[config.mk]
export PLATFORM = sky130hd
export DESIGN_NAME = sc_game_sequencer
export DESIGN_NICKNAME = d
export VERILOG_FILES = /design/src/rtl/sc_game_pkg.sv /design/src/rtl/sc_game_tickwait.sv /design/src/rtl/sc_game_sequencer.sv
export SDC_FILE = /design/constraint.sdc
export NUM_CORES = 1
export LEC_CHECK = 0
export BUFFER_PORTS_ARGS = -buffer_cell sky130_fd_sc_hd__buf_2
export CAP_MARGIN = 5
export CORE_ASPECT_RATIO = 0.9
export CORE_MARGIN = 3
export CORE_UTILIZATION = 55
export DETAILED_ROUTE_END_ITERATION = 7
export PLACE_DENSITY = 0.81
export SYNTH_ARGS = -nofsm -noshare
export SYNTH_HDL_FRONTEND = slang
export SYNTH_SLANG_ARGS = --single-unit
[constraint.sdc]
create_clock -name SC_GAMESEQ_CLOCK_50 -period 2.6 [get_ports SC_GAMESEQ_CLOCK_50]
set_clock_uncertainty 0.05 [all_clocks]
set_input_delay 0.26 -clock SC_GAMESEQ_CLOCK_50 [delete_from_list [all_inputs] [get_ports SC_GAMESEQ_CLOCK_50]]
set_output_delay 0.26 -clock SC_GAMESEQ_CLOCK_50 [all_outputs]
set_load 0.01 [all_outputs]
[src/rtl/sc_game_pkg.sv]
// -----------------------------------------------------------------------------
// sc_game_pkg
// Shared definitions for the frogger game-flow sequencer:
//   - state_e    : FSM state encodings (also the debug STATE_OUT code)
//   - DEF_*      : default widths, lives, top level and respawn tick wait
// -----------------------------------------------------------------------------
package sc_game_pkg;

    localparam int DEF_DATAWIDTH_LIVES = 2;
    localparam int DEF_DATAWIDTH_LEVEL = 3;
    localparam int DEF_LIVES_INIT      = 3;
    localparam int DEF_LEVEL_MAX       = 7;
    localparam int DEF_WAIT_TICKS      = 16;

    // ST_PAUSED is never held in the state register; it is only shown on the
    // debug output while the pause overlay is active.
    typedef enum logic [2:0] {
        ST_IDLE    = 3'b000,
        ST_INIT    = 3'b001,
        ST_SPAWN   = 3'b010,
        ST_PLAY    = 3'b011,
        ST_RESPAWN = 3'b100,
        ST_LEVELUP = 3'b101,
        ST_OVER    = 3'b110,
        ST_PAUSED  = 3'b111
    } state_e;

endpackage

[src/rtl/sc_game_tickwait.sv]
// -----------------------------------------------------------------------------
// sc_game_tickwait
// Frame-tick counter used by the LEVELUP and RESPAWN waits.
//   clk_i    : clock
//   rst_n_i  : asynchronous reset, active-low
//   clear_i  : synchronous clear of the count (applied on wait-state entry)
//   en_i     : one-cycle tick qualified by the caller
//   done_o   : high on the tick that completes WAIT_TICKS ticks
// -----------------------------------------------------------------------------
module sc_game_tickwait
    import sc_game_pkg::*;
#(
    parameter int WAIT_TICKS = DEF_WAIT_TICKS
) (
    input  logic clk_i,
    input  logic rst_n_i,
    input  logic clear_i,
    input  logic en_i,
    output logic done_o
);

    localparam int CW = (WAIT_TICKS > 1) ? $clog2(WAIT_TICKS) : 1;
    localparam logic [CW-1:0] LAST = CW'(WAIT_TICKS - 1);

    logic [CW-1:0] cnt_q, cnt_d;

    assign done_o = en_i && (cnt_q == LAST);

    // Wrap to zero on the terminal tick so a stale count never leaks into
    // the next wait, even if the caller does not clear.
    always_comb begin
        cnt_d = cnt_q;
        if (clear_i) begin
            cnt_d = '0;
        end else if (en_i) begin
            cnt_d = done_o ? '0 : cnt_q + 1'b1;
        end
    end

    always_ff @(posedge clk_i or negedge rst_n_i) begin
        if (!rst_n_i) begin
            cnt_q <= '0;
        end else begin
            cnt_q <= cnt_d;
        end
    end

endmodule

[src/rtl/sc_game_sequencer.sv]
// -----------------------------------------------------------------------------
// sc_game_sequencer
// Round/level sequencer for frogger: owns game flow from power-up to game over.
// Optional build macro: SC_GAMESEQ_PAUSE_EN (adds SC_GAMESEQ_PAUSE_IN).
// Ports:
//   SC_GAMESEQ_CLOCK_50     : 50 MHz clock
//   SC_GAMESEQ_RESET        : asynchronous reset, active-low
//   SC_GAMESEQ_START_IN     : debounced start button (level)
//   SC_GAMESEQ_TICK_IN      : one-cycle frame tick
//   SC_GAMESEQ_GANO_IN      : win flag (level)
//   SC_GAMESEQ_PERDIO_IN    : loss flag (level)
//   SC_GAMESEQ_PAUSE_IN     : pause (level, only with SC_GAMESEQ_PAUSE_EN)
//   SC_GAMESEQ_CLEAR_OUT    : one-cycle clear to win counter / frog registers
//   SC_GAMESEQ_RANAINI_OUT  : one-cycle frog spawn strobe
//   SC_GAMESEQ_PLAY_OUT     : lane movement enable
//   SC_GAMESEQ_LIVES_OUT    : remaining lives
//   SC_GAMESEQ_LEVEL_OUT    : current level, 0-based
//   SC_GAMESEQ_GAMEOVER_OUT : high in OVER
//   SC_GAMESEQ_VICTORY_OUT  : high in OVER after winning the top level
//   SC_GAMESEQ_STATE_OUT    : encoded state for debug/display
// -----------------------------------------------------------------------------
module sc_game_sequencer
    import sc_game_pkg::*;
#(
    parameter int DATAWIDTH_LIVES = DEF_DATAWIDTH_LIVES,
    parameter int DATAWIDTH_LEVEL = DEF_DATAWIDTH_LEVEL,
    parameter int LIVES_INIT      = DEF_LIVES_INIT,
    parameter int LEVEL_MAX       = DEF_LEVEL_MAX,
    parameter int WAIT_TICKS      = DEF_WAIT_TICKS
) (
    input  logic                       SC_GAMESEQ_CLOCK_50,
    input  logic                       SC_GAMESEQ_RESET,
    input  logic                       SC_GAMESEQ_START_IN,
    input  logic                       SC_GAMESEQ_TICK_IN,
    input  logic                       SC_GAMESEQ_GANO_IN,
    input  logic                       SC_GAMESEQ_PERDIO_IN,
`ifdef SC_GAMESEQ_PAUSE_EN
    input  logic                       SC_GAMESEQ_PAUSE_IN,
`endif
    output logic                       SC_GAMESEQ_CLEAR_OUT,
    output logic                       SC_GAMESEQ_RANAINI_OUT,
    output logic                       SC_GAMESEQ_PLAY_OUT,
    output logic [DATAWIDTH_LIVES-1:0] SC_GAMESEQ_LIVES_OUT,
    output logic [DATAWIDTH_LEVEL-1:0] SC_GAMESEQ_LEVEL_OUT,
    output logic                       SC_GAMESEQ_GAMEOVER_OUT,
    output logic                       SC_GAMESEQ_VICTORY_OUT,
    output logic [2:0]                 SC_GAMESEQ_STATE_OUT
);

    if (LEVEL_MAX < 0 || LEVEL_MAX >= (1 << DATAWIDTH_LEVEL)) begin : g_bad_level_max
        $error("LEVEL_MAX must fit in DATAWIDTH_LEVEL bits");
    end
    if (LIVES_INIT < 1 || LIVES_INIT > (1 << DATAWIDTH_LIVES) - 1) begin : g_bad_lives_init
        $error("LIVES_INIT must be between 1 and 2^DATAWIDTH_LIVES-1");
    end
    if (WAIT_TICKS < 1) begin : g_bad_wait_ticks
        $error("WAIT_TICKS must be at least 1");
    end

    localparam logic [DATAWIDTH_LIVES-1:0] LIVES_LOAD = DATAWIDTH_LIVES'(LIVES_INIT);
    localparam logic [DATAWIDTH_LIVES-1:0] LIVES_ONE  = DATAWIDTH_LIVES'(1);
    localparam logic [DATAWIDTH_LEVEL-1:0] LVL_TOP    = DATAWIDTH_LEVEL'(LEVEL_MAX);

    state_e                     state_q, state_d;
    logic [DATAWIDTH_LIVES-1:0] lives_q, lives_d;
    logic [DATAWIDTH_LEVEL-1:0] level_q, level_d;
    logic                       victory_q, victory_d;
    logic                       start_low_q, start_low_d;  // START seen low while in OVER
    logic                       lvl_entry_q, lvl_entry_d;  // first cycle of LEVELUP
    logic                       paused;
    logic                       wait_clear, wait_en, wait_done;

`ifdef SC_GAMESEQ_PAUSE_EN
    assign paused = SC_GAMESEQ_PAUSE_IN && (state_q != ST_IDLE) && (state_q != ST_OVER);
`else
    assign paused = 1'b0;
`endif

    assign wait_en    = SC_GAMESEQ_TICK_IN && !paused &&
                        ((state_q == ST_LEVELUP) || (state_q == ST_RESPAWN));
    assign wait_clear = (state_q == ST_PLAY) &&
                        ((state_d == ST_LEVELUP) || (state_d == ST_RESPAWN));

    sc_game_tickwait #(
        .WAIT_TICKS (WAIT_TICKS)
    ) u_tickwait (
        .clk_i   (SC_GAMESEQ_CLOCK_50),
        .rst_n_i (SC_GAMESEQ_RESET),
        .clear_i (wait_clear),
        .en_i    (wait_en),
        .done_o  (wait_done)
    );

    always_comb begin
        state_d     = state_q;
        lives_d     = lives_q;
        level_d     = level_q;
        victory_d   = victory_q;
        // Restart requires a fresh press inside OVER, so a button held through
        // the losing frame cannot immediately start a new game.
        start_low_d = (state_q == ST_OVER) && (start_low_q || !SC_GAMESEQ_START_IN);
        lvl_entry_d = lvl_entry_q;
        if (!paused) begin
            case (state_q)
                ST_IDLE: begin
                    if (SC_GAMESEQ_START_IN) state_d = ST_INIT;
                end
                ST_INIT: begin
                    lives_d   = LIVES_LOAD;
                    level_d   = '0;
                    victory_d = 1'b0;
                    state_d   = ST_SPAWN;
                end
                ST_SPAWN: state_d = ST_PLAY;
                ST_PLAY: begin
                    // A win outranks a simultaneous loss; lives are untouched.
                    if (SC_GAMESEQ_GANO_IN) begin
                        if (level_q == LVL_TOP) begin
                            victory_d = 1'b1;
                            state_d   = ST_OVER;
                        end else begin
                            level_d = level_q + 1'b1;
                            state_d = ST_LEVELUP;
                        end
                    end else if (SC_GAMESEQ_PERDIO_IN) begin
                        if (lives_q <= LIVES_ONE) begin
                            lives_d = '0;
                            state_d = ST_OVER;
                        end else begin
                            lives_d = lives_q - 1'b1;
                            state_d = ST_RESPAWN;
                        end
                    end
                end
                ST_LEVELUP, ST_RESPAWN: begin
                    if (wait_done) state_d = ST_SPAWN;
                end
                ST_OVER: begin
                    if (SC_GAMESEQ_START_IN && start_low_q) state_d = ST_INIT;
                end
                default: state_d = ST_IDLE;
            endcase
            lvl_entry_d = (state_q == ST_PLAY) && (state_d == ST_LEVELUP);
        end
    end

    always_ff @(posedge SC_GAMESEQ_CLOCK_50 or negedge SC_GAMESEQ_RESET) begin
        if (!SC_GAMESEQ_RESET) begin
            state_q     <= ST_IDLE;
            lives_q     <= '0;
            level_q     <= '0;
            victory_q   <= 1'b0;
            start_low_q <= 1'b0;
            lvl_entry_q <= 1'b0;
        end else begin
            state_q     <= state_d;
            lives_q     <= lives_d;
            level_q     <= level_d;
            victory_q   <= victory_d;
            start_low_q <= start_low_d;
            lvl_entry_q <= lvl_entry_d;
        end
    end

    // Strobes are masked while paused so a frozen INIT/SPAWN/LEVELUP still
    // yields exactly one strobe cycle, on the cycle the freeze is lifted.
    assign SC_GAMESEQ_CLEAR_OUT    = !paused && ((state_q == ST_INIT) ||
                                                 ((state_q == ST_LEVELUP) && lvl_entry_q));
    assign SC_GAMESEQ_RANAINI_OUT  = !paused && (state_q == ST_SPAWN);
    assign SC_GAMESEQ_PLAY_OUT     = !paused && (state_q == ST_PLAY);
    assign SC_GAMESEQ_LIVES_OUT    = lives_q;
    assign SC_GAMESEQ_LEVEL_OUT    = level_q;
    assign SC_GAMESEQ_GAMEOVER_OUT = (state_q == ST_OVER);
    assign SC_GAMESEQ_VICTORY_OUT  = (state_q == ST_OVER) && victory_q;
    assign SC_GAMESEQ_STATE_OUT    = paused ? ST_PAUSED : state_q;

endmodule

==> results of run 1 <==
## area by class of cell
| class | count | area (um^2) |
|---|---|---|
| well taps | 14 | 17.52 |
| flip-flops and latches | 15 | 375.4 |
| multi-input cells | 68 | 467.9 |
| fillers | 111 | 356.6 |
| inverters | 2 | 7.507 |
| clock buffers | 4 | 26.28 |
| repair buffers | 19 | 100.1 |
## state kept, by name, summed over array words and instances, names as in the netlist
register              count
u_tickwait.cnt_q          4
lvl_entry_q               1
SC_GAMESEQ_STATE_OUT      3
SC_GAMESEQ_LEVEL_OUT      3
victory_q                 1
start_low_q               1
SC_GAMESEQ_LIVES_OUT      2
## metal layers
| metal | vias up | wire length (um) | GRT usage (%) | share of wire (%) |
|---|---|---|---|---|
| met1 | 344 | 780 | 23.90 | 44 |
| li1 | 355 | - | - | - |
| met2 | 24 | 849 | 27.70 | 48 |
| met3 | 2 | 116 | 6.639 | 6.6 |
| met4 | 0 | 9 | 6.452 | 0.51 |
| met5 | - | 0 | 0 | 0 |
## layout by cell type (no fill, tap or decap), types with 4 or more instances in the layout
cell type / n
ha_1: 4
buf_2: 18
nand3_1: 5
a21oi_1: 4
o21ai_1: 5
a22o_1: 6
dfrtp_1: 15
nor2_1: 5
nor2b_1: 5
nand2_1: 6
## cells by family (layout without fill, tap and decap cells)
logic type / after synthesis / count (layout)
buf+inv: 5 / 25
mux: 1 / 1
xor+xnor: 2 / 2
compound gates: 26 / 26
flops: 15 / 15
fa+ha+maj: 4 / 4
simple gates: 35 / 35
## synth_stat cells (2+ instances only)
master	instances
inv_1	2
nor2b_1	5
dfrtp_1	15
and3_1	2
nor2_1	5
buf_4	2
a22o_1	6
xor2_1	2
a21boi_1	3
a21oi_1	4
nand3b_1	2
nand2_1	6
ha_1	4
nand3_1	5
a21o_1	2
o21ai_1	5
a31oi_1	2
## worst paths after layout
path	startpoint	to	slack, ps
setup / recovery	SC_GAMESEQ_STATE_OUT[1]	SC_GAMESEQ_GAMEOVER_OUT	840
hold / removal	SC_GAMESEQ_START_IN	start_low_q	150
setup reg to reg	SC_GAMESEQ_LEVEL_OUT[0]	SC_GAMESEQ_STATE_OUT[1]	860
hold reg to reg	victory_q	victory_q	470
max in group asynchronous	SC_GAMESEQ_RESET	SC_GAMESEQ_LEVEL_OUT[0]	1890
min in group asynchronous	SC_GAMESEQ_RESET	u_tickwait.cnt_q[1]	360
## through the flow
step / power [uW] / area (um^2) / hold slack, ps / utilization (%)
after floorplan: 800.2 / 869.6 / -85.59 / -
after global placement: 926.3 / 958.4 / 129.1 / 70.93
after detailed placement: 941.6 / 958.4 / 128.5 / 70.93
after CTS: 1080 / 994.7 / 136.9 / 73.61
after global routing: 1166 / 994.7 / 149.6 / 73.61
final: 1072 / 994.7 / 149.0 / 73.61
## report_power, final
part           internal, uW  total, uW  switching (uW)
registers               316        450             135
logic                   249        492             243
clock network          59.6        130            70.2
## what timing repair did
action,in CTS,in global routing
endpoints found under the hold margin,15,0
hold buffers,1,0
gates resized for setup,0,0
==> results_dict.tcl, run 1 <==
set metrics [dict create \
    grt_pass1_wl_mm 2.718 \
    dieArea_um2 2095 \
    cts_num_sinks 15 \
    chipWidth_um 47.92 \
    crit_family "flip-flops" \
    syn_area_per_cell_um2 9.882 \
    initial_core_util_pct 64.35 \
    period_share_pct 67.64 \
    synthMuxAreaShare_pct 1.295 \
    synth_seq_cells 15 \
    die_h_um 43.72 \
    hold_viol_final 0 \
    antenna_found_initial 0 \
    final_nets 119 \
    stdcell_count 122 \
    ios 19 \
    hp-class "input pin to flop" \
    yosysTopAreaCellShare_pct 43.17 \
    clk_latency_ps 280 \
    cp_num_buf_inv 1 \
    post_drt_wl_per_cell_um 14.38 \
    cts_buffers 3 \
    crit_path_max_incr_delay_ps 640 \
    cp.arrival_ps 1450 \
    ir_drop_mv 0.5824 \
    synth_top_cell_by_area "dfrtp_1" \
    synth_xor_area_share_pct 2.014 \
    timing.max_cap.violations 0 \
    critical_path.cell_chain "nor2b_1 > and2_1 > buf_2" \
    cp_slowest_cell "dfrtp_1" \
    setup_violations 0 \
    p_per_area_nw_per_um2 1077 \
    cp-end-kind "output port" \
    dp_slack_ps 867.2 \
    cts_tree "done" \
    ys.warnings.count 0 \
    clk_pin_slew_ps 90 \
    core_um2 1351 \
    async_flop_share_pct 100.0 \
    drv_slew 0 \
    final.min_clock_period_ps 1759 \
    ff2ff_path_depth 6 \
    mappedNetlistArea_um2 869.6 \
    firstDrtPassIters 4 \
    post-cts-setup-buffers 0 \
    syn_to_final_growth_pct 14.39 \
    crit_path_start_kind "flop" \
    ys_seq_area_share_pct 43.17 \
    gp_congestion 0.7916 \
    portBuffers 18 \
    timing.final.ws_setup_ps 841.3 \
    drt_iter0_drc 23 \
    hold_depth 2 \
    synthAdderAreaFrac_pct 5.755 \
    track_usage_pct 18.35 \
    globalRouteOverflowTotal 0 \
    worstMarginPinSlew_ps 474.3 \
    rows 12 \
    place_inst 117 \
    run_status "complete, no violations" \
    relSlewSlack_pct 68.38 \
    syn_nets 98 \
    worstSetupPathType "flop to output port" \
    synth_compound_area_share_pct 21.01 \
    synth_simple_gate_area_share_pct 23.74 \
    clockRootBuffer "clkbuf_4" \
    hpwl_mm 1.278 \
    htree_levels 1 \
    ant_nets 0 \
    synth_cell_types 33 \
    drc 0 \
    via_per_inst 5.943 \
    clk_path_buf_depth 2 \
    layout-drive-gt1-share_pct 25.93 \
    synth_flop_cell "dfrtp_1" \
    critPathRequiredTime_ps 2290 \
    crit_path_max_fanout 16 \
    synthTopCellsByArea "dfrtp_1, a22o_1, ha_1" \
    grt_max_degree 17 \
    path_depth 3 \
    synth_edf_count 0 \
    synth_top_family_by_area "simple AND/OR/NAND/NOR gates" \
    setup_tns_ps 0 \
    finalWirelength_mm 1.754 \
    fmax_mhz 568.6 \
    rsz0062_at_grt "no" \
    via_count 725 \
    syn_inst 88 \
    diodes 0 \
    power_leakage_uw 0.0004893 \
    grt_pass1_vias 655 \
]
No activity file was read; power rests on OpenSTA's default activity.
==> run 2, diff against run 1 <==
- ABC_AREA: default -> 1
- CORE_UTILIZATION: 55 -> 51
- PLACE_DENSITY: 0.81 -> 0.76
- clock period: 2.6 -> 1.8 ns (I/O delays scaled with it)
==> run 2 against run 1 <==
  * Via count up 10%
  * Design area rose by 1.9%
  * Sequential power rose by 27%
  * Critical path type unchanged
==> results_dict.tcl, run 2 <==
set metrics [dict create \
    finalWirelength_mm 1.752 \
    worstMarginPinSlew_ps 452.2 \
    ir_drop_mv 0.8082 \
    synth_common_cells "nand2_1, inv_1, dfrtp_1, nor2_1, nand3_1" \
    multi_input_comb_area_um2 400.4 \
    grt_pass1_wl_mm 3.049 \
    track_usage_pct 18.39 \
    post-cts-setup-buffers 0 \
    p_per_area_nw_per_um2 1385 \
    synth_flop_cell "dfrtp_1" \
    hpwl_mm 1.345 \
    via_count 801 \
    crit_family "flip-flops" \
    core_um2 1513 \
    rsz0062_at_grt "no" \
    seqCellArea_um2 375.4 \
    syn_area_per_cell_um2 7.529 \
    synth_seq_cells 15 \
    cts_tree "done" \
    synthTopCellsByArea "dfrtp_1, nand2_1, inv_1" \
    syn_nets 124 \
    dieArea_um2 2212 \
    cp.arrival_ps 1360 \
    crit_path_max_fanout 6 \
    final_nets 148 \
    cp-end-kind "output port" \
    clockRootBuffer "clkbuf_4" \
    drc 0 \
    rows 13 \
    antenna_found_initial 0 \
    nFillCells 129 \
    clk_pin_slew_ps 90 \
    stdcell_count 159 \
    grt_max_degree 16 \
    r2r_slack_ps 220 \
    gp_congestion 0.8543 \
    portBuffers 18 \
    critPathRequiredTime_ps 1570 \
    ys.warnings.count 0 \
    async_flop_share_pct 100.0 \
    hp-class "input pin to flop" \
    largest_reg_flops 4 \
    dp_slack_ps 246.6 \
    yosysMostFrequentCell "nand2_1" \
    relSlewSlack_pct 69.54 \
    setup_violations 0 \
    ios 19 \
    period_share_pct 88.11 \
    htree_levels 1 \
    mostFrequentLayoutCell "nand2_1" \
    design_area_um2 1013 \
    cts_buffers 3 \
    syn_to_final_growth_pct 18.08 \
    firstDrtPassIters 4 \
    timing.max_cap.violations 0 \
    syn_inst 114 \
    via_per_inst 5.038 \
    drv_slew 0 \
    synth_top_cell_by_area "dfrtp_1" \
    worstSetupPathType "flop to output port" \
    critical_path.cell_chain "inv_2 > nand3_1 > inv_1 > buf_2" \
    fmax_mhz 630.5 \
    run_status "complete, no violations" \
    clk_path_buf_depth 2 \
    grt_pass1_vias 701 \
    drt_iter0_drc 28 \
    chipWidth_um 49.25 \
    layout-drive-gt1-share_pct 20.44 \
    setup_tns_ps 0 \
    post_drt_wl_per_cell_um 11.02 \
    place_inst 154 \
    synth_edf_count 0 \
    yosysTopAreaCellShare_pct 43.73 \
    final_cell_mix "nand2_1, inv_1, buf_2" \
    ant_nets 0 \
    cp_slowest_cell "dfrtp_1" \
    crit_path_start_kind "flop" \
    diodes 0 \
    synth_cell_types 17 \
    clk_latency_ps 290 \
    die_h_um 44.92 \
    cts_num_sinks 15 \
    power_leakage_uw 0.0005893 \
    top_register "u_tickwait.cnt_q" \
    finalPower_uw 1404 \
    crit_path_max_incr_delay_ps 480 \
    final.min_clock_period_ps 1586 \
    timing.final.ws_setup_ps 214.0 \
    hold_viol_final 0 \
    ys_seq_area_share_pct 43.73 \
    globalRouteOverflowTotal 0 \
    mappedNetlistArea_um2 858.3 \
    initial_core_util_pct 56.74 \
    cp_num_buf_inv 3 \
    dpl_cell_area_um2 975.9 \
]
==> run 2: changes by cell type in the layout (fill, tap and decap cells not counted), sizes merged, moves of 3 or more <==
| cell | change |
|---|---|
| nand3 | +7 |
| o21ai | +3 |
| a21boi | -3 |
| nand2 | +18 |
| nor2b | -6 |
| inv | +20 |
| nor2 | +10 |
| a22o | -6 |
==> run 2: per-stage QoR <==
| stage | hold slack, ps | util, % |
|---|---|---|
| final | 37.60 | 67.00 |
| after global routing | 31.12 | 67.00 |
| after CTS | 36.15 | 67.00 |
| after detailed placement | 54.31 | 64.52 |
| after global placement | 56.15 | 64.52 |
| after floorplan | -165.6 | - |
==> run 2: worst paths after layout <==
| kind | depth (start not counted) | end | from |
|---|---|---|---|
| min reg2reg | 2 | SC_GAMESEQ_LIVES_OUT[0] | SC_GAMESEQ_LIVES_OUT[1] |
| max | 4 | SC_GAMESEQ_PLAY_OUT | SC_GAMESEQ_STATE_OUT[2] |
| max reg2reg | 8 | u_tickwait.cnt_q[0] | SC_GAMESEQ_LEVEL_OUT[0] |
| max in group asynchronous | 2 | u_tickwait.cnt_q[2] | SC_GAMESEQ_RESET |
| min | 2 | start_low_q | SC_GAMESEQ_START_IN |
| min in group asynchronous | 2 | victory_q | SC_GAMESEQ_RESET |
==> run 2: cell families after synthesis <==
logic type / after synthesis / share of synthesized area [%]
compound gates: 15 / 9.914
buf+inv: 22 / 9.621
fa+ha+maj: 4 / 5.831
flops: 15 / 43.73
simple gates: 57 / 29.88
xor+xnor: 1 / 1.021
==> run 2: per-layer routing <==
metal | share of wire [%] | track usage [%] | wire [um]
met2 | 45 | 30.21 | 783
met5 | 0 | 0 | 0
met4 | 1.9 | 8.523 | 34
met3 | 4.2 | 2.970 | 73
met1 | 49 | 24.21 | 861
==> run 2: what timing repair did <==
item,4_1_cts,5_1_grt
hold buffers,1,0
hold endpoints to repair,15,0
gates resized for setup,0,0
==> run 2: report_power, final <==
part           leakage, uW  switching [uW]  internal (uW)
clock network    0.0000177             116           82.6
logic             0.000377             397            238
registers         0.000194             123            446
==> run 2: final cells by class <==
cell class / count / share of cell area [%]
Clock buffer: 3 / 2.222
Clock inverter: 1 / 0.4938
Inverter: 22 / 8.148
Multi-Input combinational cell: 77 / 39.51
Sequential cell: 15 / 37.04
Tap cell: 22 / 2.716
Timing Repair Buffer: 19 / 9.877
==> run 3, diff against run 2 <==
- HOLD_SLACK_MARGIN: default -> 0.08
==> run 3 against run 2 <==
  * Clock power about the same
  * Highest routed layer unchanged
  * Clock-buffer cell count unchanged
  * Worst hold slack improved by 89 ps
  * Critical path depth unchanged
  * Worst setup slack improved by 1.5 ps
  * Sequential share of layout area decreased by 0.36 points
  * Utilization increased by 0.66 points
==> results_dict.tcl, run 3 (synthesis gave the netlist of run 2 again) <==
set metrics [dict create \
    period_share_pct 88.03 \
    timing.max_cap.violations 0 \
    ios 19 \
    critPathRequiredTime_ps 1570 \
    globalRouteOverflowTotal 0 \
    layout-drive-gt1-share_pct 20.29 \
    setup_violations 0 \
    gp_congestion 0.8543 \
    final.min_clock_period_ps 1585 \
    drc 0 \
    clk_path_buf_depth 2 \
    crit_path_max_incr_delay_ps 480 \
    stdcell_count 160 \
    hold_viol_final 0 \
    antenna_found_initial 0 \
    diodes 0 \
    power_leakage_uw 0.0005935 \
    cp_num_buf_inv 3 \
    critical_path.cell_chain "inv_2 > nand3_1 > inv_1 > buf_2" \
    rows 13 \
    clk_latency_ps 290 \
    final_cell_mix "nand2_1, inv_1, buf_2" \
    ir_drop_mv 0.8096 \
    worstSetupPathType "flop to output port" \
    chipWidth_um 49.25 \
    initial_core_util_pct 56.74 \
    top_register "u_tickwait.cnt_q" \
    hpwl_mm 1.345 \
    dieArea_um2 2212 \
    firstDrtPassIters 4 \
    syn_to_final_growth_pct 19.24 \
    track_usage_pct 18.54 \
    crit_path_max_fanout 6 \
    die_h_um 44.92 \
    clockRootBuffer "clkbuf_4" \
    cts_num_sinks 15 \
    relSlewSlack_pct 69.46 \
    core_um2 1513 \
    crit_family "flip-flops" \
    via_count 807 \
    cts_buffers 3 \
    hp-class "input pin to flop" \
    cts_repair_resize_count 0 \
    cp_slowest_cell "dfrtp_1" \
    crit_path_start_kind "flop" \
    cts_tree "done" \
    place_inst 154 \
    post_drt_wl_per_cell_um 11.05 \
    portBuffers 18 \
    fmax_mhz 631.1 \
    setup_tns_ps 0 \
    mostFrequentLayoutCell "nand2_1" \
    rsz0062_at_grt "no" \
    via_per_inst 5.044 \
    ant_nets 0 \
    grt_max_degree 16 \
    drt_iter0_drc 28 \
    cp.arrival_ps 1350 \
    final_nets 149 \
    worstMarginPinSlew_ps 453.3 \
    grt_pass1_vias 715 \
    cp-end-kind "output port" \
    finalWirelength_mm 1.768 \
    drv_slew 0 \
    htree_levels 1 \
    grt_pass1_wl_mm 3.084 \
    p_per_area_nw_per_um2 1375 \
    clk_pin_slew_ps 100 \
    run_status "complete, no violations" \
    largest_reg_flops 4 \
]
[run 3: worst register-to-register path, cell delays in order (launching register included)]
cell     delay, ps
dfrtp_1        420
ha_1           240
ha_1           200
nor2_1         130
nor2_1          60
nand2_1         90
nand4_2        160
nand2_1        100
inv_1           40
[run 3: through the flow]
stage	power, uW	setup WS, ps	util [%]	cell area (um^2)	hold WS, ps
detailed placement	1211	246.6	64.52	975.9	54.31
global placement	1205	294.9	64.52	975.9	56.15
CTS	1412	219.6	67.66	1023	130.4
finish	1407	215.4	67.66	1023	127.0
global route	1541	89.28	67.66	1023	121.1
floorplan	999.6	318.4	-	858.3	-165.6
[run 3: power breakdown]
part	internal, uW	switching, uW
clock network	82.6	116
logic	239	399
registers	446	124
total	769	638
[run 3: what timing repair did]
item | CTS | global route
setup endpoints to repair | 0 | 0
hold buffers | 2 | 0
buffers inserted | 0 | 0
hold endpoints to repair | 16 | 0
[run 3: final cells by class]
type	instances	area (um^2)
fill	127	489.2
clock inverter	1	5.005
inverter	22	82.58
multi-input combinational	77	400.4
sequential	15	375.4
tap	22	27.53
timing repair buffer	20	110.1
clock buffer	3	22.52
[run 3: routing by layer]
layer / part of all wire (%) / wire length [um] / vias to the layer above / global-route usage [%]
met5: 0 / 0 / - / 0
met1: 49 / 870 / 367 / 24.21
met2: 45 / 793 / 25 / 30.75
met3: 3.9 / 69 / 5 / 2.970
li1: - / - / 410 / -
met4: 1.9 / 34 / 0 / 8.523
[run 3: path summary, 6_finish.rpt]
kind,from,end,slack [ps],depth (start not counted)
max,SC_GAMESEQ_STATE_OUT[2],SC_GAMESEQ_PLAY_OUT,220,4
min,SC_GAMESEQ_GANO_IN,victory_q,130,3
max reg2reg,SC_GAMESEQ_LEVEL_OUT[0],u_tickwait.cnt_q[0],220,8
min reg2reg,SC_GAMESEQ_LIVES_OUT[1],SC_GAMESEQ_LIVES_OUT[0],460,2
max in group asynchronous,SC_GAMESEQ_RESET,u_tickwait.cnt_q[2],1180,2
min in group asynchronous,SC_GAMESEQ_RESET,SC_GAMESEQ_LIVES_OUT[0],260,2
